## src/rtl/switch_bank_ctrl.sv

```systemverilog
// switch_bank_ctrl
//   Conditions NUM_BANKS banks of 8 DIP switches. Each bank passes through a
//   two-flop synchroniser and a per-bank debounce filter. The debounced values
//   are exposed as read-only bus words. A write-1-to-clear change-pending
//   register and an interrupt mask register drive one level interrupt line.
//
// Ports
//   clk        in   system clock
//   reset      in   synchronous, active-high reset
//   dip_in     in   raw switch pins, bank b = dip_in[8b+7:8b]
//   addr       in   bus byte address
//   we         in   bus write strobe, sampled on the rising edge of clk
//   wdata      in   bus write data
//   switch_rd  out  combinational read data for addr
//   switch_int out  registered level interrupt = |(pending & mask)
//
// Address map (k = (addr - BASE_ADDR) >> 2, NW = ceil(NUM_BANKS/4))
//   k = 0..NW-1  DATA words, read-only, four banks per word
//   k = NW       PENDING, write 1 to clear
//   k = NW+1     MASK, read/write
//   other        reads 32'h1723fffe, writes ignored
//
// Build option
//   SWITCH_DEBOUNCE_BYPASS_EN : when defined the debounce counters are not
//   built; stable follows the synchroniser output every edge.

module switch_bank_ctrl #(
  parameter int          NUM_BANKS       = 8,
  parameter logic [31:0] BASE_ADDR       = 32'h00007f2c,
  parameter int          DEBOUNCE_CYCLES = 16,
  parameter bit          ACTIVE_LOW      = 1'b1
) (
  input  logic                   clk,
  input  logic                   reset,
  input  logic [8*NUM_BANKS-1:0] dip_in,
  input  logic [31:0]            addr,
  input  logic                   we,
  input  logic [31:0]            wdata,
  output logic [31:0]            switch_rd,
  output logic                   switch_int
);

  localparam int          W      = 8 * NUM_BANKS;
  localparam int          NW     = (NUM_BANKS + 3) / 4;
  localparam logic [29:0] K_PEND = 30'(NW);
  localparam logic [29:0] K_MASK = 30'(NW + 1);
  localparam logic [31:0] BAD_RD = 32'h1723fffe;

  logic [W-1:0]         logical_in;
  logic [W-1:0]         sync1_q, sync2_q;
  logic [W-1:0]         stable_q, stable_d;
  logic [NUM_BANKS-1:0] pend_q, pend_d;
  logic [NUM_BANKS-1:0] mask_q, mask_d;
  logic [NUM_BANKS-1:0] set_b, clr_b;
  logic                 int_q;

  // Decode signals
  logic [31:0]   off;
  logic [29:0]   k;
  logic          addr_ok, is_data, is_pend, is_mask;
  logic [NW*32-1:0] data_pad;
  logic          unused_wdata;

  assign logical_in   = ACTIVE_LOW ? ~dip_in : dip_in;
  assign unused_wdata = ^wdata;

  // Addresses below the base wrap to a huge offset; reject them explicitly.
  assign off     = addr - BASE_ADDR;
  assign k       = off[31:2];
  assign addr_ok = (addr >= BASE_ADDR) && (off[1:0] == 2'b00);
  assign is_data = addr_ok && (k < K_PEND);
  assign is_pend = addr_ok && (k == K_PEND);
  assign is_mask = addr_ok && (k == K_MASK);

`ifdef SWITCH_DEBOUNCE_BYPASS_EN
  always_comb begin
    stable_d = sync2_q;
    set_b    = '0;
    for (int b = 0; b < NUM_BANKS; b++) begin
      set_b[b] = (sync2_q[8*b +: 8] != stable_q[8*b +: 8]);
    end
  end
`else
  localparam int                CNT_W   = $clog2(DEBOUNCE_CYCLES) + 1;
  localparam logic [CNT_W-1:0]  CNT_MAX = CNT_W'(DEBOUNCE_CYCLES - 1);

  logic [CNT_W-1:0] cnt_q [NUM_BANKS];
  logic [CNT_W-1:0] cnt_d [NUM_BANKS];

  // A bounce back to the stable value restarts the count; a change to a
  // different non-stable value keeps counting and the value present on the
  // accepting edge is the one taken.
  always_comb begin
    stable_d = stable_q;
    set_b    = '0;
    for (int b = 0; b < NUM_BANKS; b++) begin
      cnt_d[b] = cnt_q[b];
      if (sync2_q[8*b +: 8] == stable_q[8*b +: 8]) begin
        cnt_d[b] = '0;
      end else if (cnt_q[b] == CNT_MAX) begin
        stable_d[8*b +: 8] = sync2_q[8*b +: 8];
        cnt_d[b]           = '0;
        set_b[b]           = 1'b1;
      end else begin
        cnt_d[b] = cnt_q[b] + 1'b1;
      end
    end
  end

  always_ff @(posedge clk) begin
    if (reset) begin
      for (int b = 0; b < NUM_BANKS; b++) cnt_q[b] <= '0;
    end else begin
      for (int b = 0; b < NUM_BANKS; b++) cnt_q[b] <= cnt_d[b];
    end
  end
`endif

  // Acceptance wins over a simultaneous W1C clear of the same bit.
  always_comb begin
    clr_b  = (we && is_pend) ? wdata[NUM_BANKS-1:0] : '0;
    pend_d = (pend_q & ~clr_b) | set_b;
    mask_d = (we && is_mask) ? wdata[NUM_BANKS-1:0] : mask_q;
  end

  always_ff @(posedge clk) begin
    if (reset) begin
      sync1_q  <= '0;
      sync2_q  <= '0;
      stable_q <= '0;
      pend_q   <= '0;
      mask_q   <= '0;
      int_q    <= 1'b0;
    end else begin
      sync1_q  <= logical_in;
      sync2_q  <= sync1_q;
      stable_q <= stable_d;
      pend_q   <= pend_d;
      mask_q   <= mask_d;
      // Uses the pre-edge mask and pending, so a mask write shows one edge later.
      int_q    <= |(pend_q & mask_q);
    end
  end

  assign switch_int = int_q;

  // Read mux; banks beyond NUM_BANKS in the last data word read 0.
  always_comb begin
    data_pad          = '0;
    data_pad[W-1:0]   = stable_q;
    switch_rd         = BAD_RD;
    if (is_data) begin
      switch_rd = '0;
      for (int i = 0; i < NW; i++) begin
        if (k == 30'(i)) switch_rd = data_pad[32*i +: 32];
      end
    end else if (is_pend) begin
      switch_rd                  = '0;
      switch_rd[NUM_BANKS-1:0]   = pend_q;
    end else if (is_mask) begin
      switch_rd                  = '0;
      switch_rd[NUM_BANKS-1:0]   = mask_q;
    end
  end

endmodule
```

## config.mk

```make
export PLATFORM = sky130hd
export DESIGN_NAME = switch_bank_ctrl
export DESIGN_NICKNAME = d
export VERILOG_FILES = /design/src/rtl/switch_bank_ctrl.sv
export SDC_FILE = /design/constraint.sdc
export NUM_CORES = 1
export LEC_CHECK = 0
export ABC_AREA = 1
export CORE_AREA = 2 2 151 153
export DETAILED_ROUTE_END_ITERATION = 8
export DIE_AREA = 0 0 153 155
export GPL_ROUTABILITY_DRIVEN = 0
export MAX_ROUTING_LAYER = met4
export PLACE_DENSITY = 0.75
export SYNTH_ARGS = -nofsm -noshare
export SYNTH_HDL_FRONTEND = slang
export SYNTH_SLANG_ARGS = --single-unit
```

## constraint.sdc

```tcl
create_clock -name clk -period 5.85 [get_ports clk]
set_input_delay 0.8775 -clock clk [delete_from_list [all_inputs] [get_ports clk]]
set_output_delay 0.8775 -clock clk [all_outputs]
set_load 0.01 [all_outputs]
```

==> flow_metrics.py, run 1 <==
metrics = {
    "power": {
        "p_int_w": 0.00278,
        "power_density_nw_per_um2": 268,
        "total_power_w": 0.00357,
        "pwr-share-clk_pct": 43.0,
        "peakVddDrop_mv": 0.255,
        "p_seq_share_pct": 49.8,
        "leakagePower_nw": 5.82,
        "power_switching_w": 0.000791,
        "swShare_pct": 22.2,
        "pwr-share-comb_pct": 7.2,
    },
    "worst_hold_path": {
        "hold_depth": 2,
        "min_path_type": "reg -> reg",
    },
    "yosys": {
        "syn_inst": 1479,
        "yosysTopAreaCell": "dfxtp_1",
        "syn_nets": 1631,
        "ys_seq_area_share_pct": 45.7,
        "yosysMostFrequentCell": "nor2_1",
        "yosys_most_used_dff": "dfxtp_1",
        "synthDistinctLibCells": 37,
        "synth_seq_cells": 249,
        "syn_avg_cell_area_um2": 7.37,
        "synth_edf_count": 0,
        "synthesis.area_um2": 10900,
        "yosysWarningCount": 0,
        "synthArstFlopShare_pct": 0,
        "synth.top_cell.area_share_pct": 45.7,
        "synth.area.top_cells": "dfxtp_1 46%, nor2_1 13%, nand2_1 9.8%",
        "ys_top_cells_by_count": "375 x nor2_1, 285 x nand2_1, 249 x dfxtp_1",
    },
    "clock_network": {
        "cts_max_level": 1,
        "cts_root_buffer": "clkbuf_16",
        "clk_latency_ns": 0.52,
        "cts_resized": 0,
        "cts_hold_buf": 0,
        "postCtsSetupBuffers": 0,
        "cts_tree": "done",
        "clkSinkCount": 249,
        "clk_pin_slew_ns": 0.06,
        "cts_inserted_buffers": 25,
        "clk_path_buf_depth": 3,
    },
    "sta": {
        "setup_ws_ns": 0.562,
        "period_minus_slack_ns": 5.29,
        "rsz0062_at_grt": "false",
        "holdWs_ns": 0.398,
        "worstMarginPinSlew_ns": 1.11,
        "setup_tns_ns": 0,
        "fmax_mhz": 189,
        "setup_viol": 0,
        "slew_headroom_pct": 25.9,
        "hold_viol": 0,
        "timing.final.crit_share_pct": 90.4,
        "skew_ns": 0.0152,
        "final_max_slew_viol_count": 0,
    },
    "grt": {
        "grt_pass1_vias": 8613,
        "grt_remaining_overflow": 0,
        "grt_max_degree": 90,
        "grt_usage_pct": 21.0,
        "grt_first_pass_wirelength_um": 40500,
        "antenna_found_initial": 0,
    },
    "die": {
        "die_height_um": 155,
        "start_util_pct": 49.1,
        "coreArea_um2": 22200,
        "rows": 55,
        "num_io_pins": 164,
        "die_width_um": 153,
        "die_area_um2": 23700,
    },
    "setup_path": {
        "cp_num_buf_inv": 4,
        "worstPathRequired_ns": 4.97,
        "max_stage_delay_ns": 0.60,
        "r2r_cells": 7,
        "cp-end-kind": "primary output",
        "path_cells": "clkdlybuf4s50_1, ha_1, o21ai_1, nand2_1, nand2_1, nand2_1, nor3_1, nor3_1, nand2_1, inv_1, nand4_4, inv_2, nand2_1, nand2_1, clkdlybuf4s50_1",
        "critical-path-slowest-cell": "clkdlybuf4s50_1",
        "cp_data_arrival_time_ns": 4.41,
        "crit_path_frequent_cell": "nand2_1",
        "cpLargestDelayFamily": "buffers and inverters",
        "cp-start-kind": "primary input",
        "worst-path-max-fanout": 22,
        "crit_type": "in -> out",
        "path_depth": 15,
    },
    "placement": {
        "dp_hpwl_um": 18000,
        "dp_slack_ns": 0.621,
        "port-buffer-count": 139,
        "dp_cells": 1867,
    },
    "flow_run": {
        "max_cap_viol_count": 0,
    },
    "finish": {
        "final_cells": 1910,
        "finalNetCount": 1761,
        "diodes": 0,
        "drive_gt1_share_pct": 5.72,
        "nFillCells": 2006,
        "area_growth_pct": 22.0,
    },
    "status": {
        "status": "completed",
    },
    "detailed_routing": {
        "ant_nets": 0,
        "first_pass_iters": 7,
        "drc": 0,
        "vias": 9359,
        "postRouteWirelength_um": 24700,
        "drt_iter0_markers": 690,
        "viasPerCell": 4.90,
        "wl_per_cell_um": 13.0,
    },
}
-- stage by stage --
step           util [%]  instance area (um2)
2_1_floorplan         -                10900
5_1_grt            59.9                13300
3_5_place_dp       56.2                12500
4_1_cts            59.9                13300
6_report           59.9                13300
3_3_place_gp       56.2                12500
-- state kept, by name, indices dropped and copies added, names as in the netlist --
| name | count |
|---|---|
| switch_int | 1 |
| mask_q | 8 |
| sync2_q | 64 |
| pend_q | 8 |
| cnt_q | 40 |
| sync1_q | 64 |
| data_pad | 64 |
-- layout by cell type (no fill, tap or decap), drive strengths merged --
cell type / count
nor2: 391
nand2: 291
dfxtp: 249
inv: 170
clkdlybuf4s50: 138
o21ai: 83
nand3: 58
xor2: 54
nand4: 42
clkbuf: 35
ha: 21
a21oi: 21
xnor2: 18
nor4: 10
nor3: 9
nor3b: 8
clkinv: 7
nand3b: 6
buf: 6
or4: 3
a221oi: 2
o21a: 1
a22o: 1
bufinv: 1
-- routing by layer --
metal	track usage, %	share of wire, %	wire (um)
met2	33.5	45	11200
met3	2.62	5.3	1320
met4	5.69	2.4	605
met5	-	0	0
met1	28.4	47	11600
-- power groups by stage --
| stage | clock (W) | combinational (W) | sequential, W |
|---|---|---|---|
| 2_1_floorplan | 0 | 0.000143 | 0.00181 |
| 3_3_place_gp | 0 | 0.000250 | 0.00181 |
| 3_5_place_dp | 0 | 0.000255 | 0.00181 |
| 4_1_cts | 0.00157 | 0.000257 | 0.00178 |
| 5_1_grt | 0.00163 | 0.000289 | 0.00178 |
| 6_report | 0.00154 | 0.000256 | 0.00178 |
-- layout make-up --
type	count	area, um2	share of cell area (%)
clock buffers	35	723	5.43
clock inverters	8	83.8	0.630
inverters	170	638	4.80
multi-input cells	1019	5080	38.2
flip-flops and latches	249	4980	37.5
well taps	285	357	2.68
repair buffers	144	1440	10.8
-- worst reg2reg max path, cell delays in order, from the launching register on --
cell and delay [ns]:
dfxtp_1 0.39, xnor2_1 0.14, nand2_1 0.06, or4_1 0.55
nand2_1 0.34, inv_1 0.26, nor2_1 0.16, nor2_1 0.07
-- final timing paths --
kind / startpoint / end / slack (ns)
worst max register to register: data_pad[55] / data_pad[51] / 3.78
worst max-delay path: addr[3] / switch_rd[3] / 0.56
worst min register to register: sync1_q[4] / sync2_q[4] / 0.40
worst min-delay path: sync1_q[4] / sync2_q[4] / 0.40
-- cell families after synthesis --
logic type	count (synthesis)	share of synthesized area [%]
and+or+nand+nor	818	33.3
buffers and inverters	211	7.71
xor gates and xnor gates	72	5.78
AOI/OAI and AO/OA	108	5.12
adders and majority gates	21	2.41
DFF	249	45.7
Power figures use the tool's default switching activity.
==> run 2, diff against run 1 <==
Settings changed: CTS_CLUSTER_SIZE from default to 20.
Clock period 5.85 ns to 5.8 ns, I/O delays scaled along.
==> run 2 against run 1 <==
Via count about the same. Global-route usage up 0.29 points. Critical path depth increased by 3. Largest power group unchanged. Sequential power hardly changed. Clock-buffer cell count decreased by 7. Clock power increased by 6%. Final cell count is the same. Critical path type unchanged. Critical endpoint is now switch_rd[13]. Largest cell class unchanged. Design area is 0.41% higher. Worst hold slack better by 0.0026 ns. Combinational power hardly changed. Sequential cell count unchanged. Core utilization is 0.25 points higher.
==> flow_metrics.py, run 2 (same netlist as run 1, synthesis figures left out) <==
metrics = {
    "clock_network": {
        "cts_max_level": 1,
        "clkSinkCount": 249,
        "cts_tree": "done",
        "clk_path_buf_depth": 3,
        "cts_hold_buf": 0,
        "clk_latency_ns": 0.52,
        "cts_inserted_buffers": 24,
        "cts_root_buffer": "clkbuf_16",
        "postCtsSetupBuffers": 0,
        "clk_pin_slew_ns": 0.06,
        "cts_resized": 0,
    },
    "finish": {
        "multiInputGateArea_um2": 5080,
        "area_growth_pct": 22.5,
        "ff_latch_area_um2": 4980,
        "finalNetCount": 1760,
        "drive_gt1_share_pct": 5.91,
        "mostFrequentLayoutCells": "375 x nor2_1, 285 x nand2_1, 249 x dfxtp_1",
        "final_cells": 1910,
        "nFillCells": 1968,
        "diodes": 0,
        "layout_commonest_cell": "nor2_1",
    },
    "sta": {
        "rsz0062_at_grt": "false",
        "slew_headroom_pct": 25.6,
        "worstMarginPinSlew_ns": 1.11,
        "skew_ns": 0.0107,
        "final_max_slew_viol_count": 0,
        "timing.final.crit_share_pct": 89.9,
        "fmax_mhz": 192,
        "hold_viol": 0,
        "setup_tns_ns": 0,
        "period_minus_slack_ns": 5.21,
        "holdWs_ns": 0.401,
        "setup_viol": 0,
    },
    "die": {
        "die_area_um2": 23700,
        "coreArea_um2": 22200,
        "start_util_pct": 49.1,
        "die_width_um": 153,
        "rows": 55,
        "num_io_pins": 164,
        "die_height_um": 155,
    },
    "grt": {
        "grt_max_degree": 89,
        "grt_first_pass_wirelength_um": 41000,
        "antenna_found_initial": 0,
        "grt_usage_pct": 21.3,
        "grt_remaining_overflow": 0,
        "grt_pass1_vias": 8655,
    },
    "detailed_routing": {
        "viasPerCell": 4.90,
        "vias": 9355,
        "ant_nets": 0,
        "drt_iter0_markers": 587,
        "wl_per_cell_um": 13.1,
        "postRouteWirelength_um": 25000,
        "drc": 0,
        "first_pass_iters": 7,
    },
    "power": {
        "peakVddDrop_mv": 0.226,
        "total_power_w": 0.00369,
        "power_density_nw_per_um2": 276,
        "leakagePower_nw": 5.83,
    },
    "setup_path": {
        "crit_type": "in -> out",
        "cp-end-kind": "primary output",
        "worstPathRequired_ns": 4.93,
        "worst-path-max-fanout": 31,
        "path_cells": "clkdlybuf4s50_1, ha_1, o21ai_1, nand2_1, nand3_4, nand2_1, nand2_1, nand2_1, inv_2, nor2_4, nand3_4, nor3_4, buf_4, nand2_1, o21ai_1, nand2_1, nand2_1, clkdlybuf4s50_1",
        "crit_path_frequent_cell": "nand2_1",
        "critical-path-slowest-cell": "clkdlybuf4s50_1",
        "max_stage_delay_ns": 0.61,
        "cp-start-kind": "primary input",
        "cp_data_arrival_time_ns": 4.34,
    },
    "placement": {
        "port-buffer-count": 139,
        "dp_hpwl_um": 18000,
        "dp_cells": 1867,
    },
    "status": {
        "status": "completed",
    },
    "worst_hold_path": {
        "min_path_type": "reg -> reg",
    },
    "flow_run": {
        "max_cap_viol_count": 0,
    },
}
-- run 2: cell type report --
| class | count | share of cell area [%] |
|---|---|---|
| Clock buffer | 28 | 4.83 |
| Clock inverter | 15 | 1.62 |
| Inverter | 170 | 4.78 |
| Multi-Input combinational cell | 1019 | 38.0 |
| Sequential cell | 249 | 37.3 |
| Tap cell | 285 | 2.67 |
| Timing Repair Buffer | 144 | 10.8 |
-- run 2: layer usage --
layer,global-route usage (%),part of all wire (%)
met5,-,0
met4,5.16,2.2
met3,2.59,5.3
met2,34.4,46
met1,28.6,47
-- run 2: worst max-delay path, delay by kind of cell --
family	cells	cell delay [ns]
adders and majority gates	1	0.24
AOI/OAI and AO/OA	2	0.24
and+or+nand+nor	11	1.39
buffers and inverters	4	1.59
-- run 2: path summary, 6_finish.rpt --
path                      from       endpoint  slack, ns  depth (start not counted)
hold / removal      sync1_q[0]     sync2_q[0]       0.40                          2
setup reg to reg  data_pad[55]   data_pad[49]       3.78                          7
setup / recovery       addr[2]  switch_rd[13]       0.59                         18
hold reg to reg     sync1_q[0]     sync2_q[0]       0.40                          2
-- run 2: power breakdown --
group	internal, W	leakage (nW)	switching, W
Combinational	0.000121	3.38	0.000138
Sequential	0.00176	2.04	0.0000271
Clock	0.000985	0.407	0.000659
-- run 2: metrics by stage --
step / instance area [um2] / util (%) / worst slack [ns]
after floorplan: 10900 / - / 2.23
after global placement: 12500 / 56.2 / 0.688
after detailed placement: 12500 / 56.2 / 0.634
after CTS: 13400 / 60.1 / 0.628
after global routing: 13400 / 60.1 / 0.319
final: 13400 / 60.1 / 0.587
==> run 3, diff against run 2 <==
Settings changed: CORE_AREA 2 2 151 153 to 2 2 159 161, DIE_AREA 0 0 153 155 to 0 0 161 163, PLACE_DENSITY 0.75 to 0.69.
==> run 3 against run 2 <==
Combinational power about the same. Final cell count up 2.6%. Highest routed layer unchanged. Register-to-register slack worse by 0.04 ns. Non-clock buffer count unchanged. Setup slack worse by 0.0090 ns. Clock skew up 0.0054 ns. Largest power group unchanged. Sequential power about the same. Die area up 11%.
==> flow_metrics.py, run 3 (same netlist as run 1, synthesis figures left out) <==
metrics = {
    "worst_hold_path": {
        "hold_depth": 2,
        "whs_endpoint": "sync2_q[22]",
        "min_path_type": "reg -> reg",
        "hp-start": "sync1_q[22]",
    },
    "grt": {
        "grt_usage_pct": 19.3,
        "grt_pass1_vias": 8447,
        "grt_first_pass_wirelength_um": 40800,
        "grt_remaining_overflow": 0,
        "grt_max_degree": 96,
        "antenna_found_initial": 0,
    },
    "sta": {
        "skew_ns": 0.0162,
        "fmax_mhz": 192,
        "period_minus_slack_ns": 5.22,
        "hold_viol": 0,
        "slew_headroom_pct": 25.8,
        "setup_viol": 0,
        "setup_tns_ns": 0,
        "rsz0062_at_grt": "false",
        "worstMarginPinSlew_ns": 1.11,
        "timing.final.crit_share_pct": 90.0,
        "final_max_slew_viol_count": 0,
        "setup_ws_ns": 0.578,
    },
    "clock_network": {
        "clk_latency_ns": 0.53,
        "cts_max_level": 1,
        "cts_tree": "done",
        "cts_root_buffer": "clkbuf_16",
        "postCtsSetupBuffers": 0,
        "clk_path_buf_depth": 3,
        "cts_inserted_buffers": 26,
        "cts_hold_buf": 0,
        "cts_resized": 0,
        "clkSinkCount": 249,
        "clk_pin_slew_ns": 0.06,
    },
    "finish": {
        "finish.utilization_pct": 54.4,
        "drive_gt1_share_pct": 5.95,
        "layout_commonest_cell": "nor2_1",
        "area_growth_pct": 23.1,
        "finalNetCount": 1762,
        "final_cells": 1959,
        "diodes": 0,
        "mostFrequentLayoutCells": "375 x nor2_1, 285 x nand2_1, 249 x dfxtp_1",
    },
    "setup_path": {
        "crit_path_frequent_cell": "nand2_1",
        "r2r_cells": 7,
        "rr_startpoint": "data_pad[62]",
        "cp-end-kind": "primary output",
        "critical-path-slowest-cell": "clkdlybuf4s50_1",
        "reg2reg_slack_ns": 3.74,
        "worst-path-max-fanout": 19,
        "cp_num_buf_inv": 3,
        "timing.rr.end": "data_pad[62]",
        "crit_type": "in -> out",
        "cpLargestDelayFamily": "simple AND/OR/NAND/NOR gates",
        "max_stage_delay_ns": 0.55,
        "cp-start-kind": "primary input",
        "cp_data_arrival_time_ns": 4.35,
        "worstPathRequired_ns": 4.93,
        "path_cells": "clkdlybuf4s50_1, ha_1, o21ai_1, nand2_1, nand3_1, nand2_1, nand2_1, nand3_1, nor2_2, nand3_4, nor2_8, buf_4, nand4_1, nand2_1, nand2_1, nand2_1, clkdlybuf4s50_1",
    },
    "die": {
        "num_io_pins": 164,
        "rows": 58,
        "start_util_pct": 44.2,
        "die_height_um": 163,
        "die_width_um": 161,
        "coreArea_um2": 24700,
        "die_area_um2": 26200,
    },
    "placement": {
        "dp_cells": 1912,
        "port-buffer-count": 139,
        "dp_hpwl_um": 18300,
        "dp_slack_ns": 0.612,
    },
    "detailed_routing": {
        "drt_iter0_markers": 547,
        "ant_nets": 0,
        "drc": 0,
        "first_pass_iters": 5,
        "vias": 9287,
        "postRouteWirelength_um": 25100,
        "wl_per_cell_um": 12.8,
        "viasPerCell": 4.74,
    },
    "power": {
        "leakagePower_nw": 5.85,
        "peakVddDrop_mv": 0.193,
        "power_density_nw_per_um2": 277,
    },
    "flow_run": {
        "max_cap_viol_count": 0,
    },
    "status": {
        "status": "completed",
    },
}
==> run 3: cell types whose count changed in the layout (fill, tap and decap cells not counted), moves of 2 or more <==
cell,before,now
clkbuf_1,1,4
clkbuf_16,24,26
clkinv_2,4,8
clkinvlp_4,5,2
==> run 3: worst min-delay path, delay by kind of cell (launching register included) <==
family / cells / cell delay [ns]
AND/OR/NAND/NOR: 1 / 0.03
flip-flops: 1 / 0.29
buffers and inverters: 1 / 0.04
==> run 3: area by class of cell <==
cell class                      count  area (um2)
Clock buffer                       32         693
Clock inverter                     15         186
Fill cell                        2422       11300
Inverter                          170         638
Multi-Input combinational cell   1019        5080
Sequential cell                   249        4980
Tap cell                          330         413
Timing Repair Buffer              144        1430
==> run 3: worst max path at each step <==
stage | depth (start not counted) | end | start
floorplan | 13 | switch_rd[18] | addr[2]
finish | 17 | switch_rd[7] | addr[2]
detailed placement | 15 | switch_rd[31] | addr[2]
CTS | 15 | switch_rd[31] | addr[2]
global route | 19 | switch_rd[7] | addr[2]
global placement | 15 | switch_rd[30] | addr[2]
==> run 3: per-layer routing <==
metal	GRT usage (%)	wire, um
met2	31.5	11500
met5	-	0
met3	2.29	1080
met1	26.0	12100
met4	4.22	438
==> run 3: power breakdown <==
part	internal, W	total [W]	switching (W)
Combinational	0.000121	0.000257	0.000136
Clock	0.000992	0.00167	0.000680
Sequential	0.00177	0.00179	0.0000272
Total	0.00288	0.00372	0.000843
==> run 3: per-stage QoR <==
step	power, W	cell area, um2	hold slack (ns)
after floorplan	0.00197	10900	0.388
after global placement	0.00208	12500	0.394
after detailed placement	0.00209	12500	0.392
after CTS	0.00376	13400	0.399
after global routing	0.00387	13400	0.411
final	0.00372	13400	0.398
